--- src/rtl/wb_debug_guard_pkg.sv ---
// Shared encodings and defaults for the debug Wishbone guard stage.
package wb_debug_guard_pkg;

  localparam int DEF_ADR_WIDTH      = 20;
  localparam int DEF_DAT_WIDTH      = 32;
  localparam int DEF_TIMEOUT_CYCLES = 1024;
  localparam int DEF_CNT_WIDTH      = 16;
  localparam int STAT_WIDTH         = 8;

  typedef enum logic [1:0] {
    ST_IDLE    = 2'd0,
    ST_ACTIVE  = 2'd1,
    ST_RESP    = 2'd2,
    ST_RELEASE = 2'd3
  } state_t;

  typedef enum logic [1:0] {
    RSP_ACK = 2'd0,
    RSP_ERR = 2'd1,
    RSP_RTY = 2'd2
  } rsp_t;

  // Slave terminations are ranked err > rty > ack.
  function automatic rsp_t pick_rsp(input logic err, input logic rty);
    if (err)      return RSP_ERR;
    else if (rty) return RSP_RTY;
    else          return RSP_ACK;
  endfunction

endpackage

--- src/rtl/wb_debug_guard_sat_counter.sv ---
// Saturating event counter; clear beats a coincident increment.
module wb_sat_counter #(
  parameter int WIDTH = 8
) (
  input  logic             clk,
  input  logic             rst_n,
  input  logic             inc,
  input  logic             clr,
  output logic [WIDTH-1:0] cnt
);

  always_ff @(posedge clk or negedge rst_n) begin
    if (!rst_n) begin
      cnt <= '0;
    end else if (clr) begin
      cnt <= '0;
    end else if (inc && (cnt != {WIDTH{1'b1}})) begin
      cnt <= cnt + 1'b1;
    end
  end

endmodule

--- src/rtl/wb_debug_guard.sv ---
// Single-outstanding debug Wishbone stage with slave timeout and fault stats.
// Request forwarded 1 cycle after accept; response returned 1 cycle after the slave terminates.
module wb_debug_guard
  import wb_debug_guard_pkg::*;
#(
  parameter int ADR_WIDTH      = DEF_ADR_WIDTH,
  parameter int DAT_WIDTH      = DEF_DAT_WIDTH,
  parameter int TIMEOUT_CYCLES = DEF_TIMEOUT_CYCLES,
  parameter int CNT_WIDTH      = DEF_CNT_WIDTH
) (
  input  logic                 clk_i,
  input  logic                 rst_i,
  input  logic                 s_cyc_i,
  input  logic                 s_stb_i,
  input  logic                 s_we_i,
  input  logic [ADR_WIDTH-1:0] s_adr_i,
  input  logic [DAT_WIDTH-1:0] s_dat_i,
  output logic [DAT_WIDTH-1:0] s_dat_o,
  output logic                 s_ack_o,
  output logic                 s_err_o,
  output logic                 s_rty_o,
  output logic                 m_cyc_o,
  output logic                 m_stb_o,
  output logic                 m_we_o,
  output logic [ADR_WIDTH-1:0] m_adr_o,
  output logic [DAT_WIDTH-1:0] m_dat_o,
  input  logic [DAT_WIDTH-1:0] m_dat_i,
  input  logic                 m_ack_i,
  input  logic                 m_err_i,
  input  logic                 m_rty_i,
  output logic                 busy_o,
  output logic [7:0]           timeout_cnt_o,
  output logic [7:0]           err_cnt_o,
  output logic [ADR_WIDTH-1:0] fault_adr_o,
  input  logic                 clr_stats_i
);

  localparam logic [CNT_WIDTH-1:0] TO_LAST = CNT_WIDTH'(TIMEOUT_CYCLES - 1);

  state_t               state, state_nxt;
  logic [CNT_WIDTH-1:0] to_cnt;
  logic                 any_rsp;
  logic                 accept, abandon, take_rsp, timeout_hit;
  rsp_t                 rsp_now;

  assign any_rsp = m_ack_i | m_err_i | m_rty_i;
  assign rsp_now = pick_rsp(m_err_i, m_rty_i);
  assign busy_o  = (state != ST_IDLE);

  always_ff @(posedge clk_i or negedge rst_i) begin
    if (!rst_i) state <= ST_IDLE;
    else        state <= state_nxt;
  end

  // Abandon outranks a coincident response: the master is no longer listening.
  always_comb begin
    state_nxt   = state;
    accept      = 1'b0;
    abandon     = 1'b0;
    take_rsp    = 1'b0;
    timeout_hit = 1'b0;
    case (state)
      ST_IDLE: begin
        if (s_cyc_i && s_stb_i) begin
          accept    = 1'b1;
          state_nxt = ST_ACTIVE;
        end
      end
      ST_ACTIVE: begin
        if (!s_cyc_i) begin
          abandon   = 1'b1;
          state_nxt = ST_IDLE;
        end else if (any_rsp) begin
          take_rsp  = 1'b1;
          state_nxt = ST_RESP;
        end else if (to_cnt == TO_LAST) begin
          timeout_hit = 1'b1;
          state_nxt   = ST_RESP;
        end
      end
      ST_RESP:    state_nxt = ST_RELEASE;
      ST_RELEASE: if (!s_stb_i) state_nxt = ST_IDLE;
      default:    state_nxt = ST_IDLE;
    endcase
  end

  always_ff @(posedge clk_i or negedge rst_i) begin
    if (!rst_i) begin
      m_cyc_o <= 1'b0;
      m_stb_o <= 1'b0;
      m_we_o  <= 1'b0;
      m_adr_o <= '0;
      m_dat_o <= '0;
      s_ack_o <= 1'b0;
      s_err_o <= 1'b0;
      s_rty_o <= 1'b0;
      s_dat_o <= '0;
      to_cnt  <= '0;
    end else begin
      s_ack_o <= 1'b0;
      s_err_o <= 1'b0;
      s_rty_o <= 1'b0;
      if (accept) begin
        m_cyc_o <= 1'b1;
        m_stb_o <= 1'b1;
        m_we_o  <= s_we_i;
        m_adr_o <= s_adr_i;
        m_dat_o <= s_dat_i;
        to_cnt  <= '0;
      end else if (state == ST_ACTIVE) begin
        to_cnt <= to_cnt + 1'b1;
      end
      if (abandon || take_rsp || timeout_hit) begin
        m_cyc_o <= 1'b0;
        m_stb_o <= 1'b0;
      end
      if (take_rsp) begin
        s_ack_o <= (rsp_now == RSP_ACK);
        s_err_o <= (rsp_now == RSP_ERR);
        s_rty_o <= (rsp_now == RSP_RTY);
        if ((rsp_now == RSP_ACK) && !m_we_o) s_dat_o <= m_dat_i;
      end
      if (timeout_hit) s_err_o <= 1'b1;
    end
  end

  logic err_evt;
  assign err_evt = take_rsp && (rsp_now == RSP_ERR);

  always_ff @(posedge clk_i or negedge rst_i) begin
    if (!rst_i)                      fault_adr_o <= '0;
    else if (clr_stats_i)            fault_adr_o <= '0;
    else if (err_evt || timeout_hit) fault_adr_o <= m_adr_o;
  end

  wb_sat_counter #(.WIDTH(STAT_WIDTH)) u_timeout_cnt (
    .clk   (clk_i),
    .rst_n (rst_i),
    .inc   (timeout_hit),
    .clr   (clr_stats_i),
    .cnt   (timeout_cnt_o)
  );

  wb_sat_counter #(.WIDTH(STAT_WIDTH)) u_err_cnt (
    .clk   (clk_i),
    .rst_n (rst_i),
    .inc   (err_evt),
    .clr   (clr_stats_i),
    .cnt   (err_cnt_o)
  );

endmodule

--- config.mk ---
export PLATFORM = sky130hd
export DESIGN_NAME = wb_debug_guard
export DESIGN_NICKNAME = d
export VERILOG_FILES = /design/src/rtl/wb_debug_guard_pkg.sv /design/src/rtl/wb_debug_guard_sat_counter.sv /design/src/rtl/wb_debug_guard.sv
export SDC_FILE = /design/constraint.sdc
export NUM_CORES = 1
export LEC_CHECK = 0
export ABC_CLOCK_PERIOD_IN_PS = 2050
export CORE_UTILIZATION = 50
export DETAILED_ROUTE_END_ITERATION = 10
export DONT_BUFFER_PORTS = 1
export GPL_TIMING_DRIVEN = 0
export HOLD_SLACK_MARGIN = 0.05
export PLACE_DENSITY_LB_ADDON = 0.1
export SETUP_SLACK_MARGIN = 0.15
export SLEW_MARGIN = 20
export SYNTH_ARGS = -nofsm -noshare
export SYNTH_HDL_FRONTEND = slang
export SYNTH_HIERARCHICAL = 1
export SYNTH_SLANG_ARGS = --single-unit
--- constraint.sdc ---
create_clock -name clk_i -period 2.05 [get_ports clk_i]
set_clock_uncertainty 0.05 [all_clocks]
set_input_delay 0.41 -clock clk_i [delete_from_list [all_inputs] [get_ports clk_i]]
set_output_delay 0.41 -clock clk_i [all_outputs]
set_load 0.01 [all_outputs]
# Word-level counts from Yosys, hierarchy flattened
# Index checks and enable logic that the tools add are counted.
[totals]
romBits = 0
wordCells = 81
reg_bits = 143
output_inout_bits = 127
inputBits = 93
latchBits = 0
memories = 0
mem_bits_rw = 0
[op_classes]
n_mul = 0
add_sub_neg = 3
order_cmp = 0
n_div = 0
n_reduce_logical = 19
n_eq_ne = 11
bitwise = 2
mux = 33
n_shift = 0
[op_table]
columns = ["operator", "n"]
rows = [
  ["$mux 20", 2],
  ["$mux 16", 2],
  ["$mux 8", 4],
  ["$mux 1", 17],
  ["$add 16x1->16 const B", 1],
  ["$add 8x1->8 const B", 2],
  ["$eq 16x10->1 const B", 1],
  ["$ne 8x8->1 const B", 2],
  ["$mux 2", 7],
  ["$reduce_bool 2->1", 6],
  ["$pmux 2 s4", 1],
  ["$eq 2x2->1 const B", 3],
  ["$logic_and 1x1->1", 5],
  ["$eq 2x1->1 const B", 2],
  ["$logic_not 2->1", 2],
  ["$ne 2x2->1 const B", 2],
  ["$ne 4x4->1 const B", 1],
  ["$logic_or 1x1->1", 3],
  ["$reduce_and 3->1", 1],
  ["$or 1x1->1", 2],
  ["$reduce_and 2->1", 1],
  ["$logic_not 1->1", 1],
]

# Depth between registers and ports, before layout
# Gate-level depths: netlist of run 1.
[logic_depth]
word_depth = 9
ltp_mapped = 9
depth_no_buf = 7

# Hierarchy
# Netlist of run 1, hierarchy kept.
[by_module_without_submodules]
columns = ["mod", "instances", "area_each_um2", "seq_area_each_um2", "cells_each"]
rows = [
  ["wb_debug_guard", 1, 5637.9, 3178.0, 552],
  ["wb_sat_counter", 2, 464.2, 200.2, 49],
]

# Least setup slack after synthesis of run 1
# OpenSTA, ideal clock, no wires.
[synth_timing]
path_kind = "reg-to-reg"
start = "register to_cnt[0]"
end = "register u_timeout_cnt.cnt[7]"
arrival_time_ns = 2.119
path_slack_ns = -0.213
stages_incl_launch_ff = 10
path_cell_list = "dfrtp_1 > ha_1 > and4_1 > nand4_1 > clkbuf_1 > nor2_1 > buf_2 > nand3_1 > or3_1 > a211oi_1"
[synth_between]
elab_chain_len = 7
[synth_lines]
columns = ["element", "line_no", "rtl"]
rows = [
  ["start: declaration", "wb_debug_guard.sv:41", "logic [CNT_WIDTH-1:0] to_cnt;"],
  ["start signal: assignment", "wb_debug_guard.sv:111", "to_cnt <= to_cnt + 1'b1;"],
  ["$eq 16x10->1", "wb_debug_guard.sv:76", "end else if (to_cnt == TO_LAST) begin"],
  ["$mux 1", "wb_debug_guard.sv:76", ""],
  ["$mux 1", "wb_debug_guard.sv:73", "end else if (any_rsp) begin"],
  ["$mux 1", "wb_debug_guard.sv:70", "if (!s_cyc_i) begin"],
  ["$mux 1", "wb_debug_guard.sv:62", "case (state)"],
  ["net timeout_hit", "wb_debug_guard.sv:43", "logic accept, abandon, take_rsp, timeout_hit;"],
  ["$logic_and 1x1->1", "wb_debug_guard_sat_counter.sv:17", "end else if (inc && (cnt != {WIDTH{1'b1}})) begin"],
  ["$reduce_bool 2->1 (no source line)", "--", ""],
  ["end signal: assignment", "wb_debug_guard_sat_counter.sv:18", "cnt <= cnt + 1'b1;"],
  ["end: declaration", "wb_debug_guard_sat_counter.sv:9", "output logic [WIDTH-1:0] cnt"],
]
# The timed path passes the listed nets, and every way through them passes these cells.
# A chain may end at the register's enable or synchronous reset.

# Worst setup path in the final report of run 1
[layout_timing]
start = "register to_cnt[12]"
end = "register u_timeout_cnt.cnt[7]"
# The elaborated chain is that of the path after synthesis.

==> flow_summary.json, run 1 <==
{
  "synth.most_common_cell": "nand2_1",
  "syn_avg_cell_area_um2": 10.1,
  "pin_count": 220,
  "initial_core_util_pct": 51.6,
  "tritoncts": "built",
  "cts-root-buf": "clkbuf_16",
  "clk_pin_slew_ns": 0.06,
  "grtUsageTotal_pct": 25.5,
  "internal_power_mw": 6.81,
  "yosysSeqAreaShare_pct": 54.5,
  "fp.dieH_um": 117,
  "hold_viol_final": 143,
  "p_total_mw": 10.4,
  "wl_um": 17700,
  "worst-r2r-setup-slack_ns": -0.13,
  "async_reset_ff_share_pct": 100,
  "comb_power_share_pct": 20.6,
  "syn_area_um2": 6570,
  "cts.sinks": 143,
  "fp.coreArea_um2": 12700,
  "clock_latency_ns": 0.42,
  "end_kind": "flip-flop",
  "holdBufCountCts": 53,
  "synth_common_cells": "177 x nand2_1, 143 x dfrtp_1, 56 x nand3_1",
  "num_vias": 5370,
  "synth.top_cell.area_share_pct": 54.5,
  "die_area_um2": 13600,
  "met3_usage_pct": 9.55,
  "cts_buffers": 17,
  "synthSimpleGateAreaFrac_pct": 24.2,
  "p_sw_mw": 3.62,
  "clockBufferDepth": 2,
  "dpl_cell_area_um2": 6830,
  "crit_fanout": 4,
  "violations": "hold timing, setup timing",
  "startpoint": "to_cnt[12]$_DFFE_PN0P_",
  "viasPerCell": 5.72,
  "arrival_ns": 2.47,
  "r2r_cells": 8,
  "post-route-min-period_ns": 2.18,
  "grt_pass1_vias": 5146,
  "dp_hpwl_um": 11100,
  "seq_power_share_pct": 49.5,
  "utilization_pct": 67.0,
  "post_drt_wl_per_cell_um": 18.9,
  "fmax_mhz": 458,
  "rsz0062_at_grt": "true",
  "worstSetupPathType": "reg2reg",
  "reg2reg_from": "to_cnt[12]$_DFFE_PN0P_",
  "relSlewSlack_pct": 64.8,
  "synth_compound_area_share_pct": 7.89,
  "area_growth_pct": 29.8,
  "antenna_cells": 0,
  "netlist_instances": 650,
  "min_path_type": "in2async",
  "h-tree-depth": 4,
  "synth_nets": 746,
  "stdcell_area_um2": 8530,
  "drtIter0Drc": 338,
  "switching_share_pct": 34.7,
  "synth_ff_type": "dfrtp_1",
  "std_cell_rows": 41,
  "synth_edf_count": 0,
  "yosysTopAreaCell": "dfrtp_1",
  "start_kind": "flip-flop",
  "ys_top_cells_by_area": "dfrtp_1 54%, nand2_1 10%, mux2_4 6.9%",
  "drive_gt1_share_pct": 21.5,
  "nets": 850,
  "ys_types": 45,
  "synth_xor_area_share_pct": 0.133,
  "antenna_found_initial": 0,
  "vdd_drop_max_mv": 0.751,
  "drtPass1Iterations": 5,
  "busiest_layer": "met2",
  "grt_max_degree": 144,
  "ant_nets": 0,
  "timing.hold.ws_ns": -0.368,
  "report.final.slew_viol_count": 0,
  "grt_pass1_wl_um": 26100,
  "setup_viol": 5,
  "use_met2_pct": 42.4,
  "outcome": "complete, but fails checks",
  "worstMarginPinSlew_ns": 0.524,
  "crit_required_ns": 2.34,
  "clock_power_share_pct": 29.9,
  "p_leak_nw": 3.89,
  "route.detailed.drc": 0,
  "gp_congestion": 0.822,
  "max-cap-violations": 0,
  "die_width_um": 117,
  "p_per_area_nw_per_um2": 1220,
  "grt_overflow": 0,
  "synthAdderAreaFrac_pct": 0.572,
  "setup_tns_ns": -0.392,
  "synth_mux_area_share_pct": 8.80,
  "met1_usage_pct": 30.2,
  "ys_ff_latch": 143,
  "finalCritPeriodShare_pct": 107,
  "finalWorstSetupSlack_ns": -0.134,
  "synth_top_family_by_area": "simple AND/OR/NAND/NOR gates",
  "io_buffer_count": 0,
  "synth_warnings": 6
}
-- flip-flops by register name, summed over array words and instances, names as in the netlist, named ones only --
register / cells
m_dat_o: 32
s_dat_o: 32
fault_adr_o: 20
m_adr_o: 20
to_cnt: 16
u_err_cnt/cnt: 8
u_timeout_cnt/cnt: 8
m_stb_o: 1
m_we_o: 1
s_ack_o: 1
s_err_o: 1
s_rty_o: 1
state: 1
-- logic make-up after synthesis --
kind of cell	count (synthesis)
XOR/XNOR	1
adder cells (fa/ha/maj)	3
buffers and inverters	49
AND/OR/NAND/NOR	328
multiplexers	42
flip-flops	143
AO/OA/AOI/OAI	84
-- placed cells by master, fill, tap and decap left out, types with 6 or more instances in the layout --
master,instances
buf_4,24
nand3_1,52
dfrtp_1,137
nor3_1,8
buf_12,8
buf_2,11
nor2_1,7
o21ai_0,16
nand4_1,10
clkbuf_16,17
a21oi_1,6
clkbuf_1,15
inv_1,7
mux2i_1,6
nand2b_1,7
mux2_4,34
and2_1,20
nor2b_1,8
dlygate4sd3_1,53
dfrtp_2,6
a31oi_1,45
buf_6,7
nand2_1,176
-- timing repair --
| action | CTS | global route |
|---|---|---|
| buffers inserted | 23 | 7 |
| endpoints found under the setup margin | 53 | 114 |
| pin swaps | 7 | 7 |
| gates cloned | 3 | 0 |
| resized for setup | 41 | 22 |
| hold endpoints to repair | 196 | 143 |
-- power groups by stage --
stage | registers, mW | logic, mW | clock network [mW]
6_report | 5.16 | 2.15 | 3.12
3_5_place_dp | 5.18 | 1.77 | 0
3_3_place_gp | 5.16 | 1.68 | 0
2_1_floorplan | 4.81 | 1.47 | 0
5_1_grt | 5.28 | 2.39 | 3.31
4_1_cts | 5.15 | 2.09 | 3.17
-- final timing paths --
kind	end
setup / recovery	u_timeout_cnt/cnt[7]$_DFFE_PN0P_
min in group clk_i	m_dat_o[22]$_DFFE_PN0P_
setup reg to reg	u_timeout_cnt/cnt[7]$_DFFE_PN0P_
hold reg to reg	to_cnt[5]$_DFFE_PN0P_
hold / removal	s_dat_o[6]$_DFFE_PN0P_
max in group asynchronous	state[0]$_DFFE_PN0P_
-- per-stage QoR --
| step | instances | worst slack, ns |
|---|---|---|
| finish | 939 | -0.134 |
| global route | 939 | -0.169 |
| CTS | 932 | -0.0267 |
| detailed placement | 822 | -0.491 |
| global placement | 822 | -0.416 |
| floorplan | 650 | -0.0962 |
-- critical path, stage by stage (launching register included) --
cell and delay, ns:
dfrtp_2 0.43, nor4_4 0.32, nand4_1 0.26, clkbuf_8 0.23, nor2_4 0.08, buf_6 0.11, nand3_2 0.10, or3_1 0.35
a211oi_2 0.17
-- final cells by class --
class,count,area (um^2)
plain buffers,40,283
clock buffers,18,429
clock inverters,14,166
fillers,997,4200
inverters,8,30.0
multi-input cells,458,2910
flip-flops and latches,143,3590
well taps,172,215
repair buffers,86,903
-- metal layers --
metal	part of all wire, %	up-vias
met5	0	-
met3	9.0	30
li1	-	2481
met1	39	2613
met4	2.4	0
met2	49	246
Note: power is estimated with default switching activity, not from simulation.
==> run 2: changes to the inputs <==
--- a/config.mk
+++ b/config.mk
@@ -18,3 +18,4 @@
 export SYNTH_HDL_FRONTEND = slang
 export SYNTH_HIERARCHICAL = 1
 export SYNTH_SLANG_ARGS = --single-unit
+export TNS_END_PERCENT = 100
==> results of run 2 <==
Final layout, timing and power as in run 1 (identical DEF).
